[src/rtl/alarm_pkg.sv]
// Shared types and BCD limits for the alarm controller.
// Holds the FSM state encoding and the set-time range checks.
package alarm_pkg;

    typedef enum logic [1:0] {
        IDLE    = 2'd0,
        RINGING = 2'd1,
        SNOOZE  = 2'd2
    } state_t;

    localparam logic [7:0] HH_MIN  = 8'h01;
    localparam logic [7:0] HH_MAX  = 8'h12;
    localparam logic [7:0] MM_MAX  = 8'h59;
    localparam logic [7:0] SS_ZERO = 8'h00;

    // Hour must be BCD 01-12 with a decimal low nibble.
    function automatic logic hh_ok(input logic [7:0] v);
        return (v >= HH_MIN) && (v <= HH_MAX) && (v[3:0] <= 4'h9);
    endfunction

    // Minute must be BCD 00-59; the upper bound also limits the tens nibble.
    function automatic logic mm_ok(input logic [7:0] v);
        return (v <= MM_MAX) && (v[3:0] <= 4'h9);
    endfunction

endpackage

[src/rtl/alarm_tick_counter.sv]
// Loadable down-counter paced by the 1 Hz tick.
// Flags the final second so the FSM can act on the expiring tick.
module alarm_tick_counter #(
    parameter int W = 4
) (
    input  logic         clk,
    input  logic         reset_n,
    input  logic         load,
    input  logic [W-1:0] load_val,
    input  logic         dec,
    output logic         last
);

    logic [W-1:0] count;

    // Load wins over decrement; a zero count never decrements.
    always_ff @(posedge clk or negedge reset_n) begin
        if (!reset_n) begin
            count <= '0;
        end else if (load) begin
            count <= load_val;
        end else if (dec && (count != '0)) begin
            count <= count - 1'b1;
        end
    end

    assign last = (count == W'(1));

endmodule

[src/rtl/alarm_ctrl.sv]
// Alarm controller: stored alarm time, ring/snooze/timeout sequencing.
// Every output is a flop; inputs reach outputs only through the FSM.
module alarm_ctrl
    import alarm_pkg::*;
#(
    parameter int RING_SECS   = 60,
    parameter int SNOOZE_SECS = 540,
    parameter int MAX_SNOOZE  = 3
) (
    input  logic                            clk,
    input  logic                            reset_n,
    input  logic                            tick,
    input  logic [7:0]                      hh,
    input  logic [7:0]                      mm,
    input  logic [7:0]                      ss,
    input  logic                            pm,
    input  logic                            arm,
    input  logic                            set_en,
    input  logic [7:0]                      set_hh,
    input  logic [7:0]                      set_mm,
    input  logic                            set_pm,
    input  logic                            snooze,
    input  logic                            stop,
    output logic [7:0]                      alarm_hh,
    output logic [7:0]                      alarm_mm,
    output logic                            alarm_pm,
    output logic                            ringing,
    output logic                            snoozing,
    output logic [$clog2(MAX_SNOOZE+1)-1:0] snooze_cnt,
    output logic                            set_err,
    output logic                            missed
);

    localparam int RW = $clog2(RING_SECS + 1);
    localparam int SW = $clog2(SNOOZE_SECS + 1);
    localparam int CW = $clog2(MAX_SNOOZE + 1);

    state_t state;

    logic set_ok;
    logic hold;
    logic match;
    logic start;
    logic stop_hit;
    logic snz_go;
    logic ring_tick;
    logic ring_out;
    logic snz_tick;
    logic rering;
    logic ring_last;
    logic snz_last;

    assign set_ok = set_en & hh_ok(set_hh) & mm_ok(set_mm);

    // Accepted set or disarm overrides every other request.
    assign hold = set_ok | ~arm;

    assign match = arm & tick & (hh == alarm_hh) & (mm == alarm_mm)
                 & (pm == alarm_pm) & (ss == SS_ZERO);

    assign start    = ~hold & (state == IDLE) & match;
    assign stop_hit = ~hold & (state != IDLE) & stop;
    assign snz_go   = ~hold & (state == RINGING) & ~stop & snooze
                    & (snooze_cnt < CW'(MAX_SNOOZE));
    // A snooze taken this cycle swallows a coincident tick.
    assign ring_tick = ~hold & (state == RINGING) & ~stop & ~snz_go & tick;
    assign ring_out  = ring_tick & ring_last;
    assign snz_tick  = ~hold & (state == SNOOZE) & ~stop & tick;
    assign rering    = snz_tick & snz_last;

    alarm_tick_counter #(.W(RW)) u_ring_cnt (
        .clk      (clk),
        .reset_n  (reset_n),
        .load     (start | rering),
        .load_val (RW'(RING_SECS)),
        .dec      (ring_tick),
        .last     (ring_last)
    );

    alarm_tick_counter #(.W(SW)) u_snz_cnt (
        .clk      (clk),
        .reset_n  (reset_n),
        .load     (snz_go),
        .load_val (SW'(SNOOZE_SECS)),
        .dec      (snz_tick),
        .last     (snz_last)
    );

    // Alarm registers, error/timeout pulses and the ring/snooze FSM.
    always_ff @(posedge clk or negedge reset_n) begin
        if (!reset_n) begin
            alarm_hh   <= HH_MAX;
            alarm_mm   <= 8'h00;
            alarm_pm   <= 1'b0;
            state      <= IDLE;
            ringing    <= 1'b0;
            snoozing   <= 1'b0;
            snooze_cnt <= '0;
            set_err    <= 1'b0;
            missed     <= 1'b0;
        end else begin
            set_err <= set_en & ~set_ok;
            missed  <= ring_out;
            if (set_ok) begin
                alarm_hh <= set_hh;
                alarm_mm <= set_mm;
                alarm_pm <= set_pm;
            end
            if (hold) begin
                state      <= IDLE;
                ringing    <= 1'b0;
                snoozing   <= 1'b0;
                snooze_cnt <= '0;
            end else begin
                unique case (1'b1)
                    start: begin
                        state      <= RINGING;
                        ringing    <= 1'b1;
                        snoozing   <= 1'b0;
                        snooze_cnt <= '0;
                    end
                    stop_hit: begin
                        state      <= IDLE;
                        ringing    <= 1'b0;
                        snoozing   <= 1'b0;
                        snooze_cnt <= '0;
                    end
                    snz_go: begin
                        state      <= SNOOZE;
                        ringing    <= 1'b0;
                        snoozing   <= 1'b1;
                        snooze_cnt <= snooze_cnt + 1'b1;
                    end
                    ring_out: begin
                        state      <= IDLE;
                        ringing    <= 1'b0;
                        snoozing   <= 1'b0;
                        snooze_cnt <= '0;
                    end
                    rering: begin
                        state    <= RINGING;
                        ringing  <= 1'b1;
                        snoozing <= 1'b0;
                    end
                    default: ;
                endcase
            end
        end
    end

endmodule

[config.mk]
export PLATFORM = sky130hd
export DESIGN_NAME = alarm_ctrl
export DESIGN_NICKNAME = d
export VERILOG_FILES = /design/src/rtl/alarm_pkg.sv /design/src/rtl/alarm_tick_counter.sv /design/src/rtl/alarm_ctrl.sv
export SDC_FILE = /design/constraint.sdc
export NUM_CORES = 1
export LEC_CHECK = 0
export BUFFER_PORTS_ARGS = -buffer_cell sky130_fd_sc_hd__buf_2
export CAP_MARGIN = 20
export CORE_ASPECT_RATIO = 1.1
export CORE_UTILIZATION = 50
export CTS_BUF_LIST = sky130_fd_sc_hd__clkbuf_8 sky130_fd_sc_hd__clkbuf_16
export CTS_CLUSTER_SIZE = 25
export DETAILED_ROUTE_END_ITERATION = 6
export PLACE_DENSITY = 0.79
export SLEW_MARGIN = 20
export SYNTH_ARGS = -nofsm -noshare
export SYNTH_HDL_FRONTEND = slang
export SYNTH_SLANG_ARGS = --single-unit
[constraint.sdc]
create_clock -name clk -period 2.85 [get_ports clk]
set_input_delay 0.1425 -clock clk [delete_from_list [all_inputs] [get_ports clk]]
set_output_delay 0.1425 -clock clk [all_outputs]
set_load 0.05 [all_outputs]
# ---- After elaboration in Yosys (flattened, before gate mapping)
# Index checks and enable logic that the tools add are counted.
dict set report totals {
  inputBits 49
  ff_bits 41
  elab_cells 90
}
dict set report op_classes {
  eq_ne 7
  n_addsub 3
  order_cmp 6
  n_reduce_logical 21
  n_bitwise 30
  muxes 12
}
# cell n
set op_table {}
lappend op_table {{$and A1 B1 Y1} 23}
lappend op_table {{$mux W10} 2}
lappend op_table {{$eq A8 B8 Y1} 2}
lappend op_table {{$mux W6} 2}
lappend op_table {{$eq A10 B1 Y1 const B} 1}
lappend op_table {{$reduce_bool A10 Y1} 1}
lappend op_table {{$sub A10 B1 Y10 const B} 1}
lappend op_table {{$reduce_bool A3 Y1} 3}
lappend op_table {{$ge A8 B1 Y1 const B} 1}
lappend op_table {{$le A4 B4 Y1 const B} 2}
lappend op_table {{$le A8 B5 Y1 const B} 1}
lappend op_table {{$le A8 B7 Y1 const B} 1}
lappend op_table {{$logic_not A8 Y1} 1}
lappend op_table {{$eq A6 B1 Y1 const B} 1}
lappend op_table {{$pmux W2 S3} 1}
lappend op_table {{$reduce_bool A2 Y1} 3}
lappend op_table {{$reduce_bool A6 Y1} 1}
lappend op_table {{$reduce_or A3 Y1} 2}
lappend op_table {{$sub A6 B1 Y6 const B} 1}
lappend op_table {{$logic_and A1 B1 Y1} 5}
lappend op_table {{$not A1 Y1} 5}
lappend op_table {{$mux W2} 2}
lappend op_table {{$pmux W1 S2} 2}
lappend op_table {{$pmux W2 S2} 1}
lappend op_table {{11 further kinds} 14}

# ---- Longest topological paths before layout
# Gate-level depths: netlist (run 1).
dict set report depth {
  word_depth 18
  mapped_depth 8
  mapped_depth_nobuf 7
}

# ---- Modules after synthesis
# A second synthesis (run 1) with hierarchy kept.
dict set report hier_totals {
  hier_cells 233
  hier_area_um2 2374.8
}
# module area_each_um2 seq_area_each_um2 cells_per_inst instances
set by_module_without_submodules {}
lappend by_module_without_submodules {alarm_ctrl 1306.3 628.1 115 1}
lappend by_module_without_submodules {{alarm_tick_counter (u_snz_cnt)} 653.1 250.2 72 1}
lappend by_module_without_submodules {{alarm_tick_counter (u_ring_cnt)} 415.4 150.1 46 1}

# ---- Worst setup path after synthesis (run 1)
# OpenSTA, ideal clock, no wires.
dict set report synth_timing {
  kind {register -> register}
  startpoint {register u_snz_cnt.count[5]}
  endpoint {register u_ring_cnt.count[1]}
  setup_time_ns 0.120
  period_less_slack_ns 2.195
  n_path_buf 1
  arrival_ns 2.075
  setup_slack_ns 0.655
  path_stages_with_launch 8
  path_cell_list {dfrtp_1 -> or4_1 -> or2_1 -> nor4b_1 -> a21oi_1 -> or2_1 -> clkbuf_1 -> o211a_1}
}
dict set report synth_between {
  elab_chain_cells 4
}
# item line
set synth_lines {}
lappend synth_lines {{from (decl)} alarm_tick_counter.sv:14} ;# logic [W-1:0] count;
lappend synth_lines {{from (signal assigned)} alarm_tick_counter.sv:21} ;# count <= load_val;
lappend synth_lines {{from (signal assigned)} alarm_tick_counter.sv:23} ;# count <= count - 1'b1;
lappend synth_lines {{$eq A10 B1 Y1 *} alarm_tick_counter.sv:27} ;# assign last = (count == W'(1));
lappend synth_lines {{$and A1 B1 Y1 *} alarm_ctrl.sv:69} ;# assign rering = snz_tick & snz_last;
lappend synth_lines {{$or A1 B1 Y1 *} alarm_ctrl.sv:74} ;# .load (start | rering),
lappend synth_lines {{$mux W6 or $reduce_bool A2 Y1 (tied branches)} n/a}
lappend synth_lines {{to (signal assigned)} alarm_tick_counter.sv:21}
lappend synth_lines {{to (signal assigned)} alarm_tick_counter.sv:23}
lappend synth_lines {{to (decl)} alarm_tick_counter.sv:14}
# Mark *: on every way between the ends. The rest lies on a longest branch, timed or not.
# A chain may end at the register's enable or synchronous reset.

# ---- Worst setup path after layout (run 1)
# Same ends and word-level chain as after synthesis.

==> run summary, run 1 <==
The final reports fail on hold timing. The run finished, with violations left. Of the available clock period, the critical path in the final layout requires 0.838. The net count after synthesis came out at 259. The non-filler instance count after layout came out at 331. The overall via count from detail_route came out at 1789. The area growth from synthesis to layout is 23.1%. The worst ir drop on vdd is 0.000371 V. In the post-route analysis, the smallest setup slack over all paths is 0.463 ns.

The final hold violation count is 39. The width of the die came out at 64.6 um. For met2 alone, demand over resource in global routing was 0.368. TritonCTS built the clock tree. The via count of the first global-routing pass was 1736. After the last flow step, the layout net total stands at 333. The total cell area at the placement stage came out at 2570 um2. The most used cell along the critical path is sky130_fd_sc_hd__or2_1. The fraction of met3 tracks used by global routing is 0.0500.

The number of gates resized after CTS was 0. For this design the static power due to leakage is 1.34 nW. Entering global routing, the biggest net connects 42 pins. The clock sink count is 41. After clock tree synthesis, the flow added hold-fix buffers numbering 0. Measured against its own limit, the worst slew margin works out to 0.420. Setup repair after global routing left no endpoint under its margin. The worst hold slack across all endpoints came out at -0.0361 ns. The number of flops mapped to enable cells by yosys is 0. Leaving out fill and tap cells, the most frequent cell in the layout is sky130_fd_sc_hd__buf_2. The root buffer cell chosen for the clock tree is sky130_fd_sc_hd__clkbuf_8. The worst setup path is of the register to register kind.

The number of synthesized register bits is 41. STA classifies the critical path endpoint as a register. The number of buffers inserted during clock tree synthesis came out at 5.

The routing usage on met1 is 0.304. In the synthesized netlist the dominant register cell turns out to be sky130_fd_sc_hd__dfrtp_1. The diode insertion count for antenna repair is 0. The post-synthesis cell count is 205. The global-route wire length before repair is 7910 um. The post-detailed-route via-to-cell ratio is 5.40.

The initial core utilization is 0.531. After clock tree synthesis, the clock-pin slew on the worst setup and hold paths is 0.08 ns. The path class of the tightest hold or removal check is input port to asynchronous set/reset pin. After synthesis, the mean cell area works out to 10.5 um2. In the final routed layout, each cell accounts on average for 14.3 um.

Traced cell by cell, the critical path runs through or4_1 > or2_1 > nor4b_1 > a21oi_1 > or2_1 > o211a_1. The minimum period implied by the final worst setup slack is 2.39 ns. The standard cell with the maximum stage delay on the critical path is sky130_fd_sc_hd__or4_1. The top-level port count is 72. The total routed wirelength came out at 4730 um. Yosys mapped the design onto 42 distinct sky130hd cell types. The post-route cell area came out at 2650 um2. The critical path startpoint category is a register. The detailed placer's ending HPWL is 3670 um. The Yosys step of the flow raised 0 warnings. In the final layout, the share of cells above drive strength 1 is 0.348.

The first detailed-routing pass ran for 4 iterations. In the routed design, unresolved DRC markers number 0. In the layout the commonest cells are sky130_fd_sc_hd__buf_2 (71), sky130_fd_sc_hd__dfrtp_1 (39), sky130_fd_sc_hd__xnor2_1 (25). In this run the core area contains 24 standard-cell rows. The clock latency at the later pin of the worst-skew pair is 0.29 ns. The floorplan core area came out at 4050 um2. The number of pins with negative max-slew slack in the final report is 0. The biggest fanout along the worst timing path is 7.

Dividing total power by cell area gives a power density of 464 nW/um2. The maximum operating frequency came out at 419 MHz. The initial antenna violation count came to 0. Across the routed clock network, the largest skew measured is 0.00710 ns. In this run the number of H-tree levels came out at 2. The starting DRC count in detailed routing came out at 117. The global placer's final weighted congestion is 0.884. Before CTS, the worst setup slack after placement is 0.519 ns. The data required time at the worst endpoint came out at 3.03 ns. The setup TNS came out at 0 ns.

The die footprint is 4580 um2. Setup violations remaining at the end of the flow were counted as 0. The remaining antenna violation count came out at 0. Buffers placed on the I/O ports in this run total 71. The critical path data arrival time is 2.56 ns. The maximum clock insertion buffer count is 2. The total chip power is 1.23 mW. The total grt overflow is 0. Measured on the finished design, the core utilization comes to 0.654. The share of flip-flops with an asynchronous set or reset came out at 1.00. The die height came out at 70.9 um.

The maximum single-stage delay on the critical path is 0.55 ns. The total track usage is 0.226. Once placement completed, the tool counted placed cells totaling 324. The number of maximum-capacitance constraint violations came out at 0. The portion of the post-synthesis area used by sequential elements came out at 0.477. The measured slew at the worst slew-check pin is 0.870 ns.

Once the clock tree was built, the setup fixing pass inserted 0 buffers. After global routing, the most crowded layer is met2. The post-synthesis instance area came out at 2150 um2.
==> state kept, by name (all words and copies together), names as in the netlist <==
register,flops
alarm_hh,8
state,2
u_ring_cnt.count,6
missed,1
snoozing,1
set_err,1
alarm_mm,8
u_snz_cnt.count,10
alarm_pm,1
ringing,1
snooze_cnt,2
==> power by group <==
part	total, mW	leakage [nW]	switching (mW)	internal (mW)
sequential	0.628	0.553	0.0218	0.606
clock	0.376	0.0485	0.188	0.189
combinational	0.225	0.736	0.141	0.0840
==> critical path: cells and delay by family (launching register included) <==
kind | cells | cell delay [ns]
compound gates | 2 | 0.26
flops | 1 | 0.41
simple gates | 4 | 1.60
==> routing by layer <==
layer	share of wire	vias up
met5	0	-
met4	0.014	0
met3	0.050	6
met2	0.50	49
met1	0.44	858
li1	-	876
==> Yosys cell counts (all sizes together), types with 2 or more instances <==
library cell   n  area share
nor3           4      0.0093
nor2          15       0.026
xnor2         25        0.10
or3            3      0.0087
mux2          13       0.068
nor2b          6       0.017
nand3          9       0.021
mux2i          3       0.020
ha             5       0.029
nand4          6       0.017
clkbuf         4      0.0070
nand2         13       0.023
buf            2      0.0041
dfrtp         39        0.45
inv            6       0.010
and3           3      0.0087
a21oi          4      0.0093
or4            5       0.019
o21ai         11       0.026
nor4           6       0.017
dfstp          2       0.024
nor4b          4       0.016
or2            3      0.0087
==> logic make-up (layout without fill, tap and decap cells) <==
kind of cell	after synthesis	in the layout	share of synthesized area
compound gates	22	22	0.0633
xor+xnor	26	26	0.106
fa+ha+maj	5	5	0.0290
buf+inv	12	86	0.0215
flops	41	41	0.477
mux	16	16	0.0877
simple gates	83	83	0.215
==> cell type report <==
cell class,count,area (um2)
Clock buffer,6,82.6
Clock inverter,1,3.75
Fill cell,334,1400
Multi-Input combinational cell,152,1080
Inverter,6,22.5
Tap cell,52,65.1
Timing Repair Buffer,73,370
Sequential cell,41,1030
==> worst paths after layout <==
kind                                                      from                         endpoint  slack [ns]  depth (start not counted)
worst max-delay path            u_snz_cnt.count[5]$_DFFE_PN0P_  u_ring_cnt.count[1]$_DFFE_PN0P_        0.46                          6
worst min-delay path                                   reset_n          alarm_hh[5]$_DFFE_PN0P_       -0.04                          1
worst max register to register  u_snz_cnt.count[5]$_DFFE_PN0P_  u_ring_cnt.count[1]$_DFFE_PN0P_        0.46                          6
worst min register to register             ringing$_DFFE_PN0P_              ringing$_DFFE_PN0P_        0.51                          2
max in group asynchronous                              reset_n          alarm_mm[3]$_DFFE_PN0P_        2.34                          1
min in group clk                                     set_mm[0]          alarm_mm[0]$_DFFE_PN0P_        0.08                          2
Note: power is estimated with default switching activity, not from simulation.
==> run 2, diff against run 1 <==
==> constraint.sdc (replaced) <==
create_clock -name clk -period 2.3 [get_ports clk]
set_input_delay 0.115 -clock clk [delete_from_list [all_inputs] [get_ports clk]]
set_output_delay 0.115 -clock clk [all_outputs]
set_load 0.05 [all_outputs]
==> run summary, run 2 (synthesized netlist as in run 1, its figures left out) <==
The biggest fanout along the worst timing path was 5 (was 7). The maximum operating frequency came out at 445 MHz (was 419 MHz). The path class of the lowest-slack min-delay path was input port to register (was input port to asynchronous set/reset pin). The number of instances in the placed design is 330 (was 324). The width of the die was 64.6 um (unchanged). The critical path startpoint category is a register (unchanged).

The non-filler instance count after layout is 339 (was 331). The routed length per instance came out at 14.8 um (was 14.3 um). The minimum period implied by the final worst setup slack is 2.25 ns (was 2.39 ns). The top-level port count is 72 (unchanged). The cell at the root of the clock tree is sky130_fd_sc_hd__clkbuf_8 (unchanged).

The largest register by flop count is u_snz_cnt.count (unchanged). The sequential standard cell area is 1030 um2 (unchanged). The initial core utilization came out at 0.531 (unchanged). The critical register-to-register path endpoint is u_snz_cnt.count[6]$_DFFE_PN0P_ (was u_ring_cnt.count[1]$_DFFE_PN0P_). The level count of the clock H-tree came out at 2 (unchanged). The overall via count from detail_route came to 1855 (was 1789). Run status: completed (was finished, violations left). The clock latency at the later pin of the worst-skew pair is 0.29 ns (about the same).

The post-detailed-route via-to-cell ratio is 5.47 (was 5.40). The worst hold slack across all endpoints was 0.0529 ns (was -0.0361 ns). The count of TritonRoute iterations in the first routing pass came out at 4 (unchanged). The clock sink count is 41 (unchanged). The critical path class is register to register (unchanged). The worst path setup slack after routing is 0.0532 ns (was 0.463 ns). The post-route clock skew was 0.00899 ns (was 0.00710 ns). The total track usage came out at 0.244 (was 0.226).

The total chip power is 1.65 mW (was 1.23 mW). The pin count of the biggest net entering global routing came out at 42 (unchanged). The max-slew headroom at the worst pin is 0.398 (was 0.420).

The number of maximum-capacitance constraint violations was 0 (unchanged). The die footprint is 4580 um2 (unchanged). The fraction of layout cells with a size suffix above 1 was 0.376 (was 0.348). The worst flop-to-flop path startpoint is state[0]$_DFFE_PN0P_ (was u_snz_cnt.count[5]$_DFFE_PN0P_). The floorplan core area came out at 4050 um2 (unchanged). The number of port buffers was 71 (unchanged).

The multi-input logic area came to 1100 um2 (was 1080 um2). The setup TNS came out at 0 ns (unchanged). The final core utilization is 0.680 (was 0.654). The number of buffers inserted during clock tree synthesis is 5 (unchanged). The starting DRC count in detailed routing came out at 72 (was 117). The number of pins with negative max-slew slack in the final report came out at 0 (unchanged). The final hold violation count came to 0 (was 39). The post-route cell area is 2760 um2 (was 2650 um2).

The die height came out at 70.9 um (unchanged). The number of setup violations in the final report came out at 0 (unchanged). The site row count came to 24 (unchanged). Most used cells in the layout excluding fill and tap cells: sky130_fd_sc_hd__buf_2 (71), sky130_fd_sc_hd__dfrtp_1 (39), sky130_fd_sc_hd__xnor2_1 (25) (unchanged). The detailed placer's ending HPWL is 3950 um (was 3670 um). The number of post-CTS setup repair buffers is 0 (unchanged).

The register clock-pin slew on the reported worst setup and hold paths was 0.08 ns (about the same). The global-route wire length before repair came to 8470 um (was 7910 um). The launching instance or port of the critical path is state[0]$_DFFE_PN0P_ (was u_snz_cnt.count[5]$_DFFE_PN0P_).

The maximum clock insertion buffer count came to 2 (unchanged). The timing endpoint of the critical path is u_snz_cnt.count[6]$_DFFE_PN0P_ (was u_ring_cnt.count[1]$_DFFE_PN0P_). Registers with the highest flip-flop counts: u_snz_cnt.count x10, alarm_hh x8, alarm_mm x8 (unchanged). The global placer's final weighted congestion is 0.848 (was 0.884). The number of inserted filler cells in the final layout is 326 (was 334).

The data required time at the worst endpoint is 2.51 ns (was 3.03 ns). The via count of the first global-routing pass is 1936 (was 1736). The worst ir drop on vdd came out at 0.000508 V (was 0.000371 V). The total grt overflow came out at 0 (unchanged). The post-synthesis to final-layout area growth came out at 27.9% (was 23.1%). The remaining antenna violation count was 0 (unchanged).

The worst reg-to-reg setup slack was 0.05 ns (was 0.46 ns). The ratio of final minimum period to clock period is 0.977 (was 0.838). The total cell area at the placement stage is 2610 um2 (was 2570 um2).

The number of design rule violations left after detail routing came out at 0 (unchanged). The total routed wirelength is 5030 um (was 4730 um). The pre-CTS worst setup slack is 0.0329 ns (was 0.519 ns). The net count reported at finish came out at 340 (was 333). The diode insertion count for antenna repair is 0 (unchanged). The power density of the placed cells came to 599 nW/um2 (was 464 nW/um2).

The initial antenna violation count came to 0 (unchanged). The critical path data arrival time is 2.46 ns (was 2.56 ns). The category of the worst setup path capture point is a register (unchanged).

The number of flip-flops under the largest register name came out at 10 (unchanged). The number of cells on the worst reg-to-reg path came to 5 (was 6). The CTS tree is yes (unchanged). The leakage power came out at 1.39 nW (was 1.34 nW).

The measured slew at the worst slew-check pin is 0.903 ns (was 0.870 ns). The commonest non-fill, non-tap cell in the layout was sky130_fd_sc_hd__buf_2 (unchanged).
[run 2: cell type report]
class                   instances  share of cell area
clock buffers                   6              0.0300
clock inverters                 2              0.0123
inverters                       6             0.00817
multi-input cells             152               0.398
flip-flops and latches         41               0.373
well taps                      52              0.0236
repair buffers                 80               0.154
[run 2: layer usage]
metal  GRT usage  wire [um]  vias up
li1            -          -      885
met1       0.303       2180      901
met2       0.413       2510       58
met3      0.0419        211       11
met4       0.111        126        0
met5           0          0        -
[run 2: worst min-delay path by stage]
stage | depth (start not counted) | startpoint | end
4_1_cts | 2 | set_mm[0] | alarm_mm[0]$_DFFE_PN0P_
6_report | 2 | set_mm[0] | alarm_mm[0]$_DFFE_PN0P_
3_5_place_dp | 1 | reset_n | alarm_hh[5]$_DFFE_PN0P_
2_1_floorplan | 0 | reset_n | alarm_hh[0]$_DFFE_PN0P_
5_1_grt | 2 | set_mm[0] | alarm_mm[0]$_DFFE_PN0P_
3_3_place_gp | 1 | reset_n | alarm_hh[5]$_DFFE_PN0P_
[run 2: critical path, stage by stage, from the launching register on]
cell                      delay, ns
sky130_fd_sc_hd__dfrtp_1       0.41
sky130_fd_sc_hd__or3b_1        0.41
sky130_fd_sc_hd__or3_4         0.35
sky130_fd_sc_hd__or4_4         0.49
sky130_fd_sc_hd__or3_1         0.34
sky130_fd_sc_hd__a21oi_1       0.17
[run 2: repair_timing]
item,CTS,global route
gates resized for setup,0,5
endpoints found under the hold margin,39,0
hold buffers,1,0
setup endpoints to repair,0,4
[run 2: power breakdown]
| group | total (mW) | internal [mW] | switching (mW) | leakage (nW) |
|---|---|---|---|---|
| combinational | 0.282 | 0.105 | 0.177 | 0.776 |
| sequential | 0.779 | 0.751 | 0.0277 | 0.553 |
| clock | 0.590 | 0.349 | 0.240 | 0.0626 |
==> run 3, diff against run 2 <==
--- a/config.mk
+++ b/config.mk
@@ -5,6 +5,7 @@
 export SDC_FILE = /design/constraint.sdc
 export NUM_CORES = 1
 export LEC_CHECK = 0
+export ABC_AREA = 1
 export BUFFER_PORTS_ARGS = -buffer_cell sky130_fd_sc_hd__buf_2
 export CAP_MARGIN = 20
 export CORE_ASPECT_RATIO = 1.1
@@ -12,7 +13,7 @@
 export CTS_BUF_LIST = sky130_fd_sc_hd__clkbuf_8 sky130_fd_sc_hd__clkbuf_16
 export CTS_CLUSTER_SIZE = 25
 export DETAILED_ROUTE_END_ITERATION = 6
-export PLACE_DENSITY = 0.79
+export PLACE_DENSITY = 0.77
 export SLEW_MARGIN = 20
 export SYNTH_ARGS = -nofsm -noshare
 export SYNTH_HDL_FRONTEND = slang
==> run summary, run 3 <==
Run status: finished, violations left (was completed). The checks that failed: DRC. Most used cells in the layout excluding fill and tap cells: sky130_fd_sc_hd__nand2_1 (106), sky130_fd_sc_hd__buf_2 (71), sky130_fd_sc_hd__inv_1 (61) (was sky130_fd_sc_hd__buf_2 (71), sky130_fd_sc_hd__dfrtp_1 (39), sky130_fd_sc_hd__xnor2_1 (25)). The worst hold slack across all endpoints came out at 0.0249 ns (was 0.0529 ns). The clock network fraction of total power is 0.244 (was 0.357). The number of cells on the worst reg-to-reg path is 8 (was 5).

The number of port buffers is 71 (unchanged). The leading register cell type out of synthesis is sky130_fd_sc_hd__dfrtp_1 (unchanged). The ratio of final minimum period to clock period is 0.822 (was 0.977). The non-filler instance count after layout is 505 (was 339). The post-synthesis instance area came out at 2630 um2 (was 2150 um2).

The total track usage was 0.241 (was 0.244). The net switching fraction of the power is 0.380 (was 0.270). The worst ir drop on vdd is 0.000240 V (was 0.000508 V). The fraction of synthesized cell area taken by the top area cell type came out at 0.371 (was 0.453). The post-detailed-route via-to-cell ratio came out at 5.07 (was 5.47). The number of synthesized register bits is 41 (unchanged). The switching power total is 0.711 mW (was 0.445 mW). The die height came to 78.1 um (was 70.9 um). The net count after synthesis is 425 (was 259). The critical path startpoint category was a register (unchanged). The diode insertion count for antenna repair is 0 (unchanged).

The die footprint came to 5560 um2 (was 4580 um2). The data required time at the worst endpoint is 2.50 ns (was 2.51 ns). The average footprint of a synthesized cell is 7.10 um2 (was 10.5 um2). The hold path startpoint is set_mm[0] (unchanged). The count of TritonRoute iterations in the first routing pass was 7 (was 4). The setup TNS came out at 0 ns (unchanged). The remaining antenna violation count came out at 0 (unchanged). The starting DRC count in detailed routing is 198 (was 72).

The clock sink count is 41 (unchanged). The number of design rule violations left after detail routing is 10 (was 0). The timing endpoint of the critical path is u_snz_cnt.count[0]$_DFFE_PN0P_ (was u_snz_cnt.count[6]$_DFFE_PN0P_). The worst flop-to-flop path startpoint is u_snz_cnt.count[0]$_DFFE_PN0P_ (was state[0]$_DFFE_PN0P_). The detailed placer's ending HPWL was 4780 um (was 3950 um).

The cell at the root of the clock tree is sky130_fd_sc_hd__clkbuf_8 (unchanged). The site row count came to 27 (was 24). The top-level port count is 72 (unchanged). The pin count of the biggest net entering global routing came out at 42 (unchanged). The via count of the first global-routing pass came to 2405 (was 1936).

The width of the die was 71.2 um (was 64.6 um). The maximum clock insertion buffer count is 2 (unchanged). The initial antenna violation count came out at 0 (unchanged).

The post-route clock skew came out at 0.00926 ns (was 0.00899 ns). The share of total power in sequential cells is 0.452 (was 0.472). The number of flops mapped to enable cells by yosys came out at 0 (unchanged). The measured slew at the worst slew-check pin came out at 0.922 ns (was 0.903 ns).

The number of instances in the placed design is 496 (was 330). The post-synthesis cell count came out at 371 (was 205). Registers with the highest flip-flop counts: u_snz_cnt.count x10, alarm_hh x8, alarm_mm x8 (unchanged). The category of the worst setup path capture point was a register (unchanged). The largest register by flop count was u_snz_cnt.count (unchanged).

The number of inserted filler cells in the final layout came out at 465 (was 326). The number of library cell types mapped by synthesis came out at 32 (was 42). Leading post-synthesis cells by instance count: sky130_fd_sc_hd__nand2_1 (106), sky130_fd_sc_hd__inv_1 (60), sky130_fd_sc_hd__nor2_1 (45) (was sky130_fd_sc_hd__dfrtp_1 (39), sky130_fd_sc_hd__xnor2_1 (25), sky130_fd_sc_hd__nor2_1 (15)). The fraction of layout cells with a size suffix above 1 came out at 0.224 (was 0.376). The relative contribution of combinational cells to total power was 0.305 (was 0.171).

The worst reg-to-reg setup slack is 0.41 ns (was 0.05 ns). The global-route wire length before repair is 10600 um (was 8470 um). The commonest non-fill, non-tap cell in the layout is sky130_fd_sc_hd__nand2_1 (was sky130_fd_sc_hd__buf_2). The overall via count from detail_route is 2561 (was 1855). The clock latency at the later pin of the worst-skew pair is 0.30 ns (was 0.29 ns). The level count of the clock H-tree is 2 (unchanged).

The CTS tree was yes (unchanged). The floorplan core area is 5030 um2 (was 4050 um2). The final core utilization came to 0.622 (was 0.680). The internal power contribution came to 1.16 mW (was 1.21 mW).

The critical path class was register to register (unchanged). The minimum period implied by the final worst setup slack came out at 1.89 ns (was 2.25 ns). The power density of the placed cells came to 597 nW/um2 (was 599 nW/um2).

The total routed wirelength came to 6250 um (was 5030 um). The number of maximum-capacitance constraint violations is 0 (unchanged). The portion of the post-synthesis area used by sequential elements is 0.391 (was 0.477).

The number of setup violations in the final report was 0 (unchanged). The routed length per instance is 12.4 um (was 14.8 um). The net count reported at finish came out at 500 (was 340).

The multi-input logic area is 1340 um2 (was 1100 um2). The most repeated cell in the gate-level netlist after synthesis is sky130_fd_sc_hd__nand2_1 (was sky130_fd_sc_hd__dfrtp_1). The critical path data arrival time came out at 2.09 ns (was 2.46 ns). Top cells by area, synth: sky130_fd_sc_hd__dfrtp_1 (37%), sky130_fd_sc_hd__nand2_1 (15%), sky130_fd_sc_hd__inv_1 (8.6%) (was sky130_fd_sc_hd__dfrtp_1 (45%), sky130_fd_sc_hd__xnor2_1 (10%), sky130_fd_sc_hd__mux2_2 (6.8%)). The number of flip-flops under the largest register name came out at 10 (unchanged). The dominant cell type by area after synthesis is sky130_fd_sc_hd__dfrtp_1 (unchanged).

The maximum operating frequency is 529 MHz (was 445 MHz). The final hold violation count is 0 (unchanged). The critical register-to-register path endpoint is u_snz_cnt.count[0]$_DFFE_PN0P_ (was u_snz_cnt.count[6]$_DFFE_PN0P_). The number of buffers inserted during clock tree synthesis was 5 (unchanged). The launching instance or port of the critical path was u_snz_cnt.count[0]$_DFFE_PN0P_ (was state[0]$_DFFE_PN0P_).

The sequential standard cell area was 1030 um2 (unchanged). Setup repair after global routing left no endpoint under its margin. The initial core utilization is 0.523 (was 0.531). The biggest fanout along the worst timing path is 11 (was 5). The total grt overflow came out at 0 (unchanged). The path class of the lowest-slack min-delay path is input port to register (unchanged). The register clock-pin slew on the reported worst setup and hold paths came to 0.08 ns (about the same). The global placer's final weighted congestion came out at 0.892 (was 0.848). The number of pins with negative max-slew slack in the final report came out at 0 (unchanged). The share of flip-flops with an asynchronous set or reset came out at 1.00 (unchanged). The synthesis warning total is 0 (unchanged). The max-slew headroom at the worst pin came to 0.385 (was 0.398). The total chip power is 1.87 mW (was 1.65 mW). The leakage power came out at 1.72 nW (was 1.39 nW). The post-synthesis to final-layout area growth came out at 18.9% (was 27.9%).
-- run 3: power by group through the flow --
stage	Sequential, mW	Clock, mW	Combinational, mW
floorplan	1.05	0	0.200
global placement	0.854	0	0.560
detailed placement	0.858	0	0.567
CTS	0.844	0.474	0.570
global route	0.854	0.498	0.623
finish	0.844	0.456	0.569
-- run 3: what timing repair did --
item,CTS,global route
endpoints found under the hold margin,39,0
hold buffers,1,0
setup buffers,0,0
endpoints found under the setup margin,0,1
gates resized for setup,0,1
-- run 3: cell families after synthesis --
kind of cell | synth area share
AO/OA/AOI/OAI | 0.0746
XOR/XNOR | 0.0366
adder cells (fa/ha/maj) | 0.0238
buffers and inverters | 0.105
flip-flops | 0.391
AND/OR/NAND/NOR | 0.370
-- run 3: per-stage QoR --
stage / setup WS (ns) / cell area, um2
floorplan: 0.561 / 2630
global placement: 0.396 / 3030
detailed placement: 0.340 / 3030
CTS: 0.305 / 3120
global route: 0.177 / 3130
finish: 0.410 / 3130
-- run 3: layout make-up --
class | instances | share of cell area
multi-input combinational | 262 | 0.427
sequential | 41 | 0.329
timing repair buffer | 72 | 0.117
inverter | 64 | 0.0776
tap | 58 | 0.0232
clock buffer | 5 | 0.0220
clock inverter | 3 | 0.00440
-- run 3: critical path, stage by stage, from the launching register on --
cell                      delay [ns]
sky130_fd_sc_hd__dfrtp_1        0.42
sky130_fd_sc_hd__inv_1          0.14
sky130_fd_sc_hd__ha_1           0.22
sky130_fd_sc_hd__nand2_1        0.09
sky130_fd_sc_hd__nor2_1         0.24
sky130_fd_sc_hd__a31oi_4        0.20
sky130_fd_sc_hd__inv_1          0.18
sky130_fd_sc_hd__nand2_2        0.12
sky130_fd_sc_hd__o21ai_0        0.18
-- run 3: worst min path at each step --
| stage | end | slack, ns | cells after the start |
|---|---|---|---|
| floorplan | alarm_hh[0]$_DFFE_PN0P_ | -0.18 | 0 |
| global placement | alarm_hh[7]$_DFFE_PN0P_ | 0.30 | 1 |
| detailed placement | alarm_hh[6]$_DFFE_PN0P_ | 0.31 | 1 |
| CTS | alarm_mm[0]$_DFFE_PN0P_ | 0.02 | 3 |
| global route | set_err$_DFF_PN0_ | 0.04 | 3 |
| finish | alarm_mm[0]$_DFFE_PN0P_ | 0.02 | 3 |
-- run 3: metal layers --
layer / vias to the layer above / GRT usage / part of all wire / routed length, um
met1: 1151 / 0.309 / 0.45 / 2820
met4: 0 / 0.0980 / 0.020 / 125
li1: 1315 / - / - / -
met5: - / 0 / 0 / 0
met2: 84 / 0.394 / 0.47 / 2930
met3: 11 / 0.0501 / 0.059 / 369
